## src/rtl/mmio_bus_if.sv

```systemverilog
// Request/response and slave-side signal bundle for mmio_bus_ctrl.
// The controller takes the slave modport; the requesting agent takes master.
interface mmio_bus_if #(
   parameter int ADDR_W  = 32,
   parameter int DATA_W  = 32,
   parameter int NUM_SLV = 4
);
   logic                      req_valid;
   logic [ADDR_W-1:0]         req_addr;
   logic [DATA_W-1:0]         req_wdata;
   logic                      req_wren;
   logic                      req_ready;
   logic                      rsp_valid;
   logic [DATA_W-1:0]         rsp_rdata;
   logic                      rsp_err;
   logic [NUM_SLV-1:0]        slv_sel;
   logic [NUM_SLV-1:0]        slv_wren;
   logic [ADDR_W-1:0]         slv_addr;
   logic [DATA_W-1:0]         slv_wdata;
   logic [NUM_SLV*DATA_W-1:0] slv_rddata;
   logic [NUM_SLV-1:0]        slv_ack;

   modport slave (
      input  req_valid, req_addr, req_wdata, req_wren, slv_rddata, slv_ack,
      output req_ready, rsp_valid, rsp_rdata, rsp_err,
             slv_sel, slv_wren, slv_addr, slv_wdata
   );

   modport master (
      output req_valid, req_addr, req_wdata, req_wren, slv_rddata, slv_ack,
      input  req_ready, rsp_valid, rsp_rdata, rsp_err,
             slv_sel, slv_wren, slv_addr, slv_wdata
   );
endinterface

```

## src/rtl/mmio_bus_ctrl.sv

```systemverilog
// Single-outstanding MMIO address decoder / bus controller with ack timeout.
// Optional macro BUS_ERR_CAPTURE_EN adds err_addr/err_count/err_clear error capture.
module mmio_bus_ctrl #(
   parameter int                        ADDR_W   = 32,
   parameter int                        DATA_W   = 32,
   parameter int                        NUM_SLV  = 4,
   parameter logic [NUM_SLV*ADDR_W-1:0] SLV_BASE = {32'h10000010, 32'h10000000,
                                                    32'h10010000, 32'h00400000},
   parameter logic [NUM_SLV*ADDR_W-1:0] SLV_MASK = {32'hFFFFFFF0, 32'hFFFFFFF0,
                                                    32'hFFFF0000, 32'hFFC00000},
   parameter int                        TIMEOUT  = 15
) (
   input  logic              clk,
   input  logic              rst,
   mmio_bus_if.slave         bus
`ifdef BUS_ERR_CAPTURE_EN
   ,
   output logic [ADDR_W-1:0] err_addr,
   output logic [7:0]        err_count,
   input  logic              err_clear
`endif
);
   localparam int         SEL_W    = (NUM_SLV > 1) ? $clog2(NUM_SLV) : 1;
   localparam logic [7:0] TMO_LAST = 8'(TIMEOUT - 1);

   typedef enum logic [1:0] {IDLE, ACCESS, RESP} state_t;
   state_t state_q, state_nx;

   logic [ADDR_W-1:0]  addr_p1;
   logic [DATA_W-1:0]  wdata_p1;
   logic               wren_p1;
   logic [SEL_W-1:0]   sel_p1;
   logic [7:0]         tmo_cnt;
   logic [DATA_W-1:0]  rdata_p2;
   logic               err_p2;

   logic               hit;
   logic [SEL_W-1:0]   hit_idx;
   logic               go_access;
   logic               ack_sel;
   logic               tmo_hit;
   logic [DATA_W-1:0]  rd_sel;
   logic [NUM_SLV-1:0] sel_onehot;

   // Downward scan so the lowest matching index is the one left standing.
   always_comb begin
      hit     = 1'b0;
      hit_idx = '0;
      for (int i = NUM_SLV - 1; i >= 0; i--) begin
         if ((bus.req_addr & SLV_MASK[i*ADDR_W +: ADDR_W]) == SLV_BASE[i*ADDR_W +: ADDR_W]) begin
            hit     = 1'b1;
            hit_idx = SEL_W'(i);
         end
      end
   end

   assign go_access  = hit && (bus.req_addr[1:0] == 2'b00);
   assign ack_sel    = bus.slv_ack[sel_p1];
   assign rd_sel     = bus.slv_rddata[int'(sel_p1)*DATA_W +: DATA_W];
   assign tmo_hit    = (tmo_cnt == TMO_LAST);
   assign sel_onehot = NUM_SLV'(1) << sel_p1;

   always_ff @(posedge clk or posedge rst) begin
      if (rst) state_q <= IDLE;
      else     state_q <= state_nx;
   end

   always_comb begin
      state_nx = state_q;
      case (state_q)
         IDLE:    if (bus.req_valid) state_nx = go_access ? ACCESS : RESP;
         ACCESS:  if (ack_sel || tmo_hit) state_nx = RESP;
         RESP:    state_nx = IDLE;
         default: state_nx = IDLE;
      endcase
   end

   // Request latch (p1) and response capture (p2); ack takes priority over timeout.
   always_ff @(posedge clk or posedge rst) begin
      if (rst) begin
         addr_p1  <= '0;
         wdata_p1 <= '0;
         wren_p1  <= 1'b0;
         sel_p1   <= '0;
         tmo_cnt  <= '0;
         rdata_p2 <= '0;
         err_p2   <= 1'b0;
      end else begin
         case (state_q)
            IDLE: if (bus.req_valid) begin
               addr_p1  <= bus.req_addr;
               wdata_p1 <= bus.req_wdata;
               wren_p1  <= bus.req_wren;
               sel_p1   <= hit_idx;
               tmo_cnt  <= '0;
               rdata_p2 <= '0;
               err_p2   <= ~go_access;
            end
            ACCESS: begin
               if (ack_sel) begin
                  rdata_p2 <= wren_p1 ? '0 : rd_sel;
                  err_p2   <= 1'b0;
               end else if (tmo_hit) begin
                  rdata_p2 <= '0;
                  err_p2   <= 1'b1;
               end else begin
                  tmo_cnt  <= tmo_cnt + 8'd1;
               end
            end
            default: ;
         endcase
      end
   end

   always_comb begin
      bus.req_ready = 1'b0;
      bus.rsp_valid = 1'b0;
      bus.rsp_rdata = '0;
      bus.rsp_err   = 1'b0;
      bus.slv_sel   = '0;
      bus.slv_wren  = '0;
      case (state_q)
         IDLE:   bus.req_ready = ~rst;
         ACCESS: begin
            bus.slv_sel  = sel_onehot;
            bus.slv_wren = wren_p1 ? sel_onehot : '0;
         end
         RESP: begin
            bus.rsp_valid = 1'b1;
            bus.rsp_rdata = rdata_p2;
            bus.rsp_err   = err_p2;
         end
         default: ;
      endcase
   end

   assign bus.slv_addr  = (addr_p1 & ~SLV_MASK[int'(sel_p1)*ADDR_W +: ADDR_W]) >> 2;
   assign bus.slv_wdata = wdata_p1;

`ifdef BUS_ERR_CAPTURE_EN
   // Clear wins over a same-cycle error response.
   always_ff @(posedge clk or posedge rst) begin
      if (rst) begin
         err_addr  <= '0;
         err_count <= '0;
      end else if (err_clear) begin
         err_addr  <= '0;
         err_count <= '0;
      end else if (state_q == RESP && err_p2) begin
         err_addr  <= addr_p1;
         if (err_count != 8'hFF) err_count <= err_count + 8'd1;
      end
   end
`endif
endmodule

```

## src/flat_wrapper.sv

```systemverilog
// flat-port wrapper written by rule: the top's interface ports become plain ports
module mmio_bus_ctrl_flat 
#(
   parameter int                        ADDR_W   = 32,
   parameter int                        DATA_W   = 32,
   parameter int                        NUM_SLV  = 4,
   parameter logic [NUM_SLV*ADDR_W-1:0] SLV_BASE = {32'h10000010, 32'h10000000,
                                                    32'h10010000, 32'h00400000},
   parameter logic [NUM_SLV*ADDR_W-1:0] SLV_MASK = {32'hFFFFFFF0, 32'hFFFFFFF0,
                                                    32'hFFFF0000, 32'hFFC00000},
   parameter int                        TIMEOUT  = 15
)
  (clk, rst, bus_req_valid, bus_req_addr, bus_req_wdata, bus_req_wren, bus_slv_rddata, bus_slv_ack, bus_req_ready, bus_rsp_valid, bus_rsp_rdata, bus_rsp_err, bus_slv_sel, bus_slv_wren, bus_slv_addr, bus_slv_wdata);
  mmio_bus_if #(.ADDR_W(ADDR_W), .DATA_W(DATA_W), .NUM_SLV(NUM_SLV)) bus_i ();
  input  logic clk;
  input  logic rst;
  input wire logic [$bits(bus_i.req_valid)-1:0] bus_req_valid;
  input wire logic [$bits(bus_i.req_addr)-1:0] bus_req_addr;
  input wire logic [$bits(bus_i.req_wdata)-1:0] bus_req_wdata;
  input wire logic [$bits(bus_i.req_wren)-1:0] bus_req_wren;
  input wire logic [$bits(bus_i.slv_rddata)-1:0] bus_slv_rddata;
  input wire logic [$bits(bus_i.slv_ack)-1:0] bus_slv_ack;
  output wire logic [$bits(bus_i.req_ready)-1:0] bus_req_ready;
  output wire logic [$bits(bus_i.rsp_valid)-1:0] bus_rsp_valid;
  output wire logic [$bits(bus_i.rsp_rdata)-1:0] bus_rsp_rdata;
  output wire logic [$bits(bus_i.rsp_err)-1:0] bus_rsp_err;
  output wire logic [$bits(bus_i.slv_sel)-1:0] bus_slv_sel;
  output wire logic [$bits(bus_i.slv_wren)-1:0] bus_slv_wren;
  output wire logic [$bits(bus_i.slv_addr)-1:0] bus_slv_addr;
  output wire logic [$bits(bus_i.slv_wdata)-1:0] bus_slv_wdata;
  assign bus_i.req_valid = bus_req_valid;
  assign bus_i.req_addr = bus_req_addr;
  assign bus_i.req_wdata = bus_req_wdata;
  assign bus_i.req_wren = bus_req_wren;
  assign bus_i.slv_rddata = bus_slv_rddata;
  assign bus_i.slv_ack = bus_slv_ack;
  assign bus_req_ready = bus_i.req_ready;
  assign bus_rsp_valid = bus_i.rsp_valid;
  assign bus_rsp_rdata = bus_i.rsp_rdata;
  assign bus_rsp_err = bus_i.rsp_err;
  assign bus_slv_sel = bus_i.slv_sel;
  assign bus_slv_wren = bus_i.slv_wren;
  assign bus_slv_addr = bus_i.slv_addr;
  assign bus_slv_wdata = bus_i.slv_wdata;
  mmio_bus_ctrl #(.ADDR_W(ADDR_W), .DATA_W(DATA_W), .NUM_SLV(NUM_SLV), .SLV_BASE(SLV_BASE), .SLV_MASK(SLV_MASK), .TIMEOUT(TIMEOUT)) u_core (.clk(clk), .rst(rst), .bus(bus_i));
endmodule
```

## config.mk

```make
export PLATFORM = sky130hd
export DESIGN_NAME = mmio_bus_ctrl_flat
export DESIGN_NICKNAME = d
export VERILOG_FILES = /design/src/rtl/mmio_bus_if.sv /design/src/rtl/mmio_bus_ctrl.sv /design/src/flat_wrapper.sv
export SDC_FILE = /design/constraint.sdc
export NUM_CORES = 1
export LEC_CHECK = 0
export BUFFER_PORTS_ARGS = -buffer_cell sky130_fd_sc_hd__buf_2
export CAP_MARGIN = 5
export CORE_AREA = 2 2 121 123
export CTS_CLUSTER_DIAMETER = 80
export DETAILED_ROUTE_END_ITERATION = 16
export DIE_AREA = 0 0 123 125
export GPL_ROUTABILITY_DRIVEN = 0
export PLACE_DENSITY = 0.83
export SETUP_SLACK_MARGIN = 0.05
export SLEW_MARGIN = 20
export SYNTH_ARGS = -nofsm -noshare
export SYNTH_HDL_FRONTEND = slang
export SYNTH_SLANG_ARGS = --single-unit
```

## constraint.sdc

```tcl
create_clock -name clk -period 2.7 [get_ports clk]
set_input_delay 0.27 -clock clk [delete_from_list [all_inputs] [get_ports clk]]
set_output_delay 0.27 -clock clk [all_outputs]
set_load 0.05 [all_outputs]
```

==> impl_metrics.env <==
export IMPL_status="complete, no violations"
export IMPL_chipHeight_um=125
export IMPL_root_buffer="clkbuf_16"
export IMPL_critPathKind="reg -> out"
export IMPL_p_sw_share_pct=33.81
export IMPL_ys_warn_count=0
export IMPL_cts_setup_buffers=0
export IMPL_syn2layout_area_growth_pct=37.02
export IMPL_max_cap_violations=0
export IMPL_hpwl_mm=12.56
export IMPL_switchingPower_uw=1337
export IMPL_cts_resized=0
export IMPL_cts_clk_slew_worst_paths_ns=0.07
export IMPL_critPathLaunch="u_core.state_q[0]"
export IMPL_fmax_mhz=448.6
export IMPL_syn_area_sq_mm=0.005165
export IMPL_clockBufferDepth=2
export IMPL_die_w_um=123
export IMPL_post_route_min_period_ns=2.229
export IMPL_first_global_vias=4998
export IMPL_setup_viol=0
export IMPL_r2r_start="u_core.sel_p1[0]"
export IMPL_comb_power_share_pct=26.0
export IMPL_post_drt_via_cell_ratio=5.008
export IMPL_worstHoldPathType="in -> async"
export IMPL_synth_seq_area_share_pct=47.48
export IMPL_finalMaxSlewViolations=0
export IMPL_synthCells=501
export IMPL_setup_slack_ns=0.4708
export IMPL_r2r_worst_path_cells=5
export IMPL_critPathMaxFanout=8
export IMPL_p_int_uw=2617
export IMPL_grt_usage_pct=21.15
export IMPL_io_buffers=294
export IMPL_grt_pass1_wl_mm=25.21
export IMPL_cp_start_kind="flip-flop"
export IMPL_drt_first_pass_iters=4
export IMPL_p_seq_share_pct=41.6
export IMPL_h_tree_depth=3
export IMPL_timing_slew_headroom_pct=55.21
export IMPL_finalSetupTns_ns=0
export IMPL_placed_area_sq_mm=0.006777
export IMPL_drive_gt1_share_pct=46.12
export IMPL_detailroute_via_count=4873
export IMPL_wire_per_inst_um=16.75
export IMPL_cts_made_buffers=9
export IMPL_pin_count=307
export IMPL_fin_crit_sh_pct=82.56
export IMPL_mostFrequentLayoutCell="buf_2"
export IMPL_grt_overflow_total=0
export IMPL_start_util_pct=36.36
export IMPL_endpoint_kind="output port"
export IMPL_place_ws_ns=0.7291
export IMPL_r2r_slack_ns=0.70
export IMPL_hold_slack_ns=0.07796
export IMPL_skew_ns=0.007198
export IMPL_leakage_uw=0.003815
export IMPL_required_ns=2.43
export IMPL_die_area_sq_mm=0.01538
export IMPL_instances_no_fill=973
export IMPL_tightest_slew_ns=0.6718
export IMPL_worstPathArrival_ns=1.96
export IMPL_grt_max_degree=99
export IMPL_p_clk_share_pct=32.4
export IMPL_synth_seq_cells=98
export IMPL_ir_worst_vdd_uv=401.9
export IMPL_ys_types=37
export IMPL_critPathCapture="bus_slv_wren[2]"
export IMPL_tritoncts="yes"
export IMPL_most_common_layout_cells="294 x buf_2, 171 x nand2_1, 96 x dfrtp_1"
export IMPL_antenna_found_initial=2
export IMPL_clock_latency_ns=0.34
export IMPL_drtAntennaViolNets=0
export IMPL_synth_avg_cell_area_sq_um=10.31
export IMPL_core_sq_mm=0.01420
export IMPL_drc=0
export IMPL_rows=44
export IMPL_nNetsFinal=985
export IMPL_rr_endpoint="u_core.rdata_p2[18]"
export IMPL_finalInstanceArea_sq_mm=0.007077
export IMPL_finalHoldViolCount=0
export IMPL_place_inst=956
export IMPL_p_per_area_mw_per_mm2=558.8
export IMPL_wirelength_mm=16.29
export IMPL_cts_sinks=98
export IMPL_hold_buffers=0
export IMPL_rsz0062_at_grt="false"
export IMPL_drtIter0Drc=200
[synth_stat cells]
master / n / area [sq um]
nor4_1: 5 / 31.28
buf_1: 1 / 3.750
nor2b_1: 15 / 93.84
clkbuf_1: 21 / 78.83
a22o_1: 32 / 280.3
ha_1: 2 / 25.02
nor4bb_1: 1 / 10.01
nor3_1: 6 / 30.03
nor4b_1: 1 / 8.760
a211oi_2: 1 / 12.51
a21oi_4: 1 / 16.27
nand4_1: 2 / 12.51
dfrtp_1: 98 / 2452
and2_1: 42 / 262.8
nor2_1: 9 / 33.78
a21oi_1: 3 / 15.01
nor3b_1: 2 / 15.01
and3_1: 4 / 25.02
nand3_1: 4 / 20.02
a41oi_1: 1 / 8.760
nand2_1: 172 / 645.6
a2111oi_1: 1 / 10.01
mux2i_1: 4 / 40.04
o31ai_1: 1 / 7.510
xnor2_1: 3 / 26.28
buf_2: 6 / 30.03
buf_4: 14 / 105.1
a21o_1: 2 / 15.01
inv_1: 3 / 11.26
mux4_2: 33 / 743.2
buf_6: 3 / 33.78
conb_1: 1 / 3.750
nand4b_1: 1 / 8.760
nor3b_2: 1 / 12.51
nand2b_1: 1 / 6.260
nor4b_2: 1 / 15.01
o21ai_1: 3 / 15.01
[worst min path at each step]
stage,startpoint,endpoint,slack (ns),cells after the start
after detailed placement,u_core.addr_p1[17],u_core.addr_p1[17],0.45,2
after floorplan,bus_req_addr[10],u_core.addr_p1[10],0.38,2
after global placement,u_core.addr_p1[17],u_core.addr_p1[17],0.45,2
after global routing,bus_req_wren,u_core.wren_p1,0.11,3
final,rst,u_core.addr_p1[2],0.08,3
after CTS,bus_req_wdata[0],u_core.bus.slv_wdata[0],0.1,3
[power by group through the flow]
stage | registers (uW) | logic [uW] | clock network, uW
finish | 1650 | 1030 | 1280
global route | 1660 | 1100 | 1370
CTS | 1640 | 1030 | 1330
detailed placement | 1670 | 1030 | 0
global placement | 1670 | 1010 | 0
floorplan | 1900 | 466 | 0
[routing by layer]
layer	vias to the layer above	wire length, um	global-route usage [%]
li1	2259	-	-
met4	0	336	8.489
met2	243	8138	36.30
met3	23	1253	4.334
met1	2348	6564	25.76
met5	-	0	0
[state kept, by name (all words and copies together) (netlist names)]
name	cells
u_core.err_p2	1
u_core.state_q	2
u_core.tmo_cnt	8
u_core.rdata_p2	32
u_core.sel_p1	2
u_core.bus.slv_wdata	32
u_core.addr_p1	20
u_core.wren_p1	1
[cells by family after synthesis]
logic type,Yosys count,share of synthesized area [%]
compound gates,45,7.364
xor+xnor,3,0.5088
fa+ha+maj,2,0.4844
buf+inv,48,5.087
flops,98,47.48
mux,37,15.16
other cells,1,0.07260
simple gates,267,23.84
[layout make-up]
| class | count | area [sq um] |
|---|---|---|
| Inverter | 3 | 15.01 |
| Fill cell | 1311 | 7127 |
| Antenna cell | 2 | 5.005 |
| Timing Repair Buffer | 305 | 1567 |
| Tap cell | 184 | 230.2 |
| Clock inverter | 4 | 52.55 |
| Sequential cell | 98 | 2455 |
| Clock buffer | 11 | 242.7 |
| Multi-Input combinational cell | 366 | 2510 |
[worst max-delay path: stages (launching register included)]
cell and delay [ns]:
dfrtp_1 0.55, nor2b_1 0.45, nand2_1 0.10, nor2_1 0.13, and2_1 0.13, buf_2 0.25
[through the flow]
stage	utilization, %	power, uW
CTS	49.79	4006
global placement	47.71	2679
finish	49.82	3954
detailed placement	47.71	2701
global route	49.82	4128
floorplan	-	2371
No activity file was read; power rests on OpenSTA's default activity.
